==> config.mk <==
export PLATFORM = sky130hd
export DESIGN_NAME = ifetch
export DESIGN_NICKNAME = d
export VERILOG_FILES = /design/src/rtl/ifetch.sv
export SDC_FILE = /design/constraint.sdc
export NUM_CORES = 1
export LEC_CHECK = 0
export CAP_MARGIN = 20
export CORE_ASPECT_RATIO = 2
export CORE_MARGIN = 3
export CORE_UTILIZATION = 40
export DETAILED_ROUTE_END_ITERATION = 6
export GPL_ROUTABILITY_DRIVEN = 0
export PLACE_DENSITY = 0.7
export SLEW_MARGIN = 20
export SYNTH_ARGS = -nofsm -noshare
export SYNTH_HDL_FRONTEND = slang
export SYNTH_SLANG_ARGS = --single-unit
==> constraint.sdc <==
create_clock -name i_clk -period 6.95 [get_ports i_clk]
set_input_delay 1.7375 -clock i_clk [delete_from_list [all_inputs] [get_ports i_clk]]
set_output_delay 1.7375 -clock i_clk [all_outputs]
set_load 0.01 [all_outputs]
==> src/rtl/ifetch.sv <==
// Instruction fetch stage: owns the PC, issues one icache read per cycle,
// and buffers {instruction, PC} pairs in a small FIFO toward decode.
//
// state   | meaning
// --------+-------------------------------------------------------------
// ST_BOOT | one idle cycle after reset so the icache can finish its init
// ST_RUN  | normal fetching, one request per cycle while there is room
// ST_HALT | fetching stopped; FIFO keeps draining; only a redirect exits
module ifetch #(
    parameter int                  AWIDTH          = 32,
    parameter int                  DWIDTH          = 32,
    parameter logic [AWIDTH-1:0]   RESET_PC        = '0,
    parameter int                  LOG2_FIFO_DEPTH = 1,
    parameter int                  FIFO_DEPTH      = 1 << LOG2_FIFO_DEPTH
) (
    input  logic                       i_clk,
    input  logic                       i_reset_n,
    output logic                       o_mem_rq,
    output logic                       o_rnw,
    output logic [AWIDTH-1:0]          o_pc,
    input  logic [DWIDTH-1:0]          i_inst,
    output logic                       o_valid,
    input  logic                       i_ready,
    output logic [DWIDTH-1:0]          o_inst,
    output logic [AWIDTH-1:0]          o_inst_pc,
    input  logic                       i_redirect,
    input  logic [AWIDTH-1:0]          i_redirect_pc,
    input  logic                       i_halt,
    output logic [LOG2_FIFO_DEPTH:0]   o_count
);

    typedef enum logic [1:0] {
        ST_BOOT = 2'd0,
        ST_RUN  = 2'd1,
        ST_HALT = 2'd2
    } state_t;

    // Fetch addresses are always word aligned.
    localparam logic [AWIDTH-1:0]          PC_MASK  = ~(AWIDTH'(3));
    localparam logic [AWIDTH-1:0]          PC_STEP  = AWIDTH'(4);
    localparam logic [LOG2_FIFO_DEPTH:0]   FULL_CNT = (LOG2_FIFO_DEPTH + 1)'(FIFO_DEPTH);
    localparam logic [LOG2_FIFO_DEPTH:0]   CNT_ONE  = (LOG2_FIFO_DEPTH + 1)'(1);
    localparam logic [LOG2_FIFO_DEPTH-1:0] PTR_ONE  = (LOG2_FIFO_DEPTH)'(1);

    state_t                      state;
    logic [AWIDTH-1:0]           pc;
    logic [LOG2_FIFO_DEPTH-1:0]  wr_ptr;
    logic [LOG2_FIFO_DEPTH-1:0]  rd_ptr;
    logic [LOG2_FIFO_DEPTH:0]    count;
    logic [DWIDTH-1:0]           inst_q [FIFO_DEPTH];
    logic [AWIDTH-1:0]           pc_q   [FIFO_DEPTH];
    logic                        full;
    logic                        pop;
    logic                        push;

    // Handshake and request decode; a pop frees a slot in the same cycle.
    always_comb begin
        full     = (count == FULL_CNT);
        pop      = (count != '0) & i_ready;
        push     = (state == ST_RUN) & ~i_redirect & (~full | pop);
        o_mem_rq = push;
        o_rnw    = 1'b1;
        o_pc     = pc;
        o_valid  = (count != '0);
        o_count  = count;
        o_inst   = inst_q[rd_ptr];
        o_inst_pc = pc_q[rd_ptr];
    end

    // FSM, PC and FIFO bookkeeping; redirect flushes and wins over push/pop.
    always_ff @(posedge i_clk) begin
        if (!i_reset_n) begin
            state  <= ST_BOOT;
            pc     <= RESET_PC & PC_MASK;
            wr_ptr <= '0;
            rd_ptr <= '0;
            count  <= '0;
        end else if (i_redirect) begin
            state  <= ST_RUN;
            pc     <= i_redirect_pc & PC_MASK;
            wr_ptr <= '0;
            rd_ptr <= '0;
            count  <= '0;
        end else begin
            case (state)
                ST_BOOT: state <= ST_RUN;
                ST_RUN:  if (i_halt) state <= ST_HALT;
                ST_HALT: state <= ST_HALT;
                default: state <= ST_BOOT;
            endcase
            if (push) begin
                pc     <= pc + PC_STEP;
                wr_ptr <= wr_ptr + PTR_ONE;
            end
            if (pop) begin
                rd_ptr <= rd_ptr + PTR_ONE;
            end
            if (push & ~pop) begin
                count <= count + CNT_ONE;
            end else if (pop & ~push) begin
                count <= count - CNT_ONE;
            end
        end
    end

    // FIFO storage is deliberately not reset; only pointers and count are.
    always_ff @(posedge i_clk) begin
        if (push & i_reset_n) begin
            inst_q[wr_ptr] <= i_inst;
            pc_q[wr_ptr]   <= pc;
        end
    end

endmodule
==> qor.yml <==
final.min_clock_period_ps: 5570
number_of_global_route_vias_before_repair: 4628
cts_max_level: 4
routed-via-count: 4667
hold-worst-slack_ps: 520
crit_fanout: 12
synth.most_common_cell: "edfxtp_1"
ctsHoldBuffers: 0
worstHoldPathType: "reg -> reg"
ff2ff_setup_slack_ps: 3840
drc: 0
yosys_warnings: 0
floorplan.initialDensity_pct: 41.1
clk_path_buf_depth: 2
critical_path.startpoint: "i_ready"
post_drt_wl_per_cell_um: 19.0
power-per-cell-area_mw_per_mm2: 243
mappedNetlistArea_mm2: 0.00675
finalHoldViolCount: 0
floorplan.core_area_mm2: 0.0164
rr_worst_depth: 6
worst_ep_arrival_time_ps: 3830
r2r-start: "state[1]$_SDFFE_PP0P_"
drt-initial-drc-count: 204
detail_route.wirelength_mm: 16.4
critPathLaunchType: "input pin"
yosys.area.top_type: "edfxtp_1"
total_negative_setup_slack_ps: 0
power.static_leakage_nw: 3.06
synth-seq-area-share_pct: 66.1
dieArea_mm2: 0.0186
final_nets: 717
ant_nets: 0
number_of_antenna_violations_at_the_first_check_in_global_routing: 1
syn-instance-count: 483
crit_path_end: "o_mem_rq"
cts_tree: "done"
fraction_of_registers_with_async_set_or_reset_after_synthesis_pct: 0
cts.clk_slew.worst_paths_ps: 60
global_route.overflow_total: 0
cts.root.buffer_cell: "clkbuf_16"
final-max-slew-violation-count: 0
detail_route.first_pass.iterations: 5
report.final.setup_viol: 0
global_route_total_usage_across_every_layer_pct: 17.6
max-cap-violations: 0
layout-drive-gt1-share_pct: 16.7
crit_path_end_kind: "output port"
synth_top_area_share_pct: 55.2
die_height_um: 190
clock_latency_ps: 420
postSynthRegisterBits: 161
yosys.cell_types.count: 52
grt_max_degree: 63
synthTopCellsByArea: "edfxtp_1, dfxtp_1, mux2_2"
dp_hpwl_mm: 11.3
cts_num_sinks: 161
register_area_mm2: 0.00447
worstSetupPathType: "in -> out"
port_buffers: 162
finClkSkew_ps: 10.5
synth_commonest_cells: "edfxtp_1, mux2_2, dfxtp_1, clkbuf_1, nand2_1"
grt_setup_unrepaired: "no"
synthFlopType: "edfxtp_1"
fillCellCount: 1375
cts-resized-gates: 0
vias_per_cell: 5.41
first_pass_grt_wire_length_mm: 25.3
rows: 66
fmax_mhz: 180
io_pins: 170
run_status: "completed"
tightestPinTransition_ps: 1030
syn_to_layout_area_delta_pct: 35.7
worstPathRequired_ps: 5210
die_x_um: 97.9
postSynthAreaPerCell_um2: 14.0
final_min_period_over_clock_period_pct: 80.1
synth-edff-count: 124
numCtsBuffers: 17
worst_slew_margin_rel_pct: 31.1
post_cts.repair.setup_buffers: 0
critical_path.reg2reg.endpoint: "pc_q[1][25]$_DFFE_PP_"
multiInputGateArea_mm2: 0.00215
ir_drop_v: 0.000155
## power breakdown
part           internal (mW)  switching, mW  total [mW]
Combinational          0.117         0.0867       0.204
Sequential              1.07         0.0357        1.10
Clock                  0.529          0.388       0.916
Total                   1.71          0.510        2.22
## placed cells by master, fill, tap and decap left out, types with 9 or more instances in the layout
| cell | n |
|---|---|
| edfxtp_1 | 124 |
| nor2_1 | 17 |
| mux2_2 | 62 |
| o21ai_0 | 21 |
| clkdlybuf4s50_1 | 162 |
| clkbuf_16 | 18 |
| dfxtp_1 | 36 |
| nand4_1 | 16 |
| nor4_1 | 9 |
| nand3_1 | 12 |
| nand2_1 | 22 |
## routing by layer
metal,up-vias,track usage [%],routed length (µm)
li1,2199,-,-
met1,2272,18.7,5950
met2,174,33.4,9400
met3,22,2.86,616
met4,0,8.16,385
met5,-,0,0
## state kept, by name, summed over array words and instances, names as in the netlist, named ones only
| name | cells |
|---|---|
| state | 2 |
| inst_q | 64 |
| rd_ptr | 1 |
| o_count | 2 |
| o_pc | 30 |
| pc_q | 60 |
| wr_ptr | 1 |
## cell families after synthesis
kind of cell | share of synthesized area (%)
adder cells (fa/ha/maj) | 0.741
other | 0.111
AO/OA/AOI/OAI | 6.65
flip-flops | 66.1
multiplexers | 10.6
AND/OR/NAND/NOR | 11.7
XOR/XNOR | 1.69
buffers and inverters | 2.32
## how the worst min path moves through the flow
stage                                     start                     to  slack, ps  cells past startpoint
after global routing      state[1]$_SDFFE_PP0P_  state[1]$_SDFFE_PP0P_        550                      2
after CTS                   rd_ptr$_SDFFE_PP0P_    rd_ptr$_SDFFE_PP0P_        520                      2
final                       rd_ptr$_SDFFE_PP0P_    rd_ptr$_SDFFE_PP0P_        520                      2
after detailed placement    rd_ptr$_SDFFE_PP0P_    rd_ptr$_SDFFE_PP0P_        500                      2
after floorplan           state[1]$_SDFFE_PP0P_  state[1]$_SDFFE_PP0P_        460                      2
after global placement    state[1]$_SDFFE_PP0P_  state[1]$_SDFFE_PP0P_        470                      2
## final cells by class
| class | instances | area share, % |
|---|---|---|
| clock inverters | 13 | 1.37 |
| flip-flops and latches | 161 | 48.8 |
| inverters | 7 | 0.287 |
| repair buffers | 168 | 18.2 |
| diodes | 1 | 0.0273 |
| multi-input cells | 289 | 23.5 |
| clock buffers | 19 | 5.07 |
| well taps | 204 | 2.79 |
## critical path, cell delays in order
cell,delay (ps)
clkdlybuf4s50_1,460
or3b_2,530
nand2_1,420
nor2_1,160
clkdlybuf4s50_1,520
## through the flow
stage | total power [mW] | setup WS (ps) | cells | instance area, µm² | utilization (%)
global route | 2.30 | 1270 | 862 | 9160 | 55.7
floorplan | 1.20 | 1380 | 486 | 6770 | -
global placement | 1.32 | 1400 | 829 | 8570 | 52.1
finish | 2.22 | 1380 | 862 | 9160 | 55.7
detailed placement | 1.33 | 1360 | 829 | 8570 | 52.1
CTS | 2.25 | 1360 | 861 | 9160 | 55.7
Power figures use the tool's default switching activity.
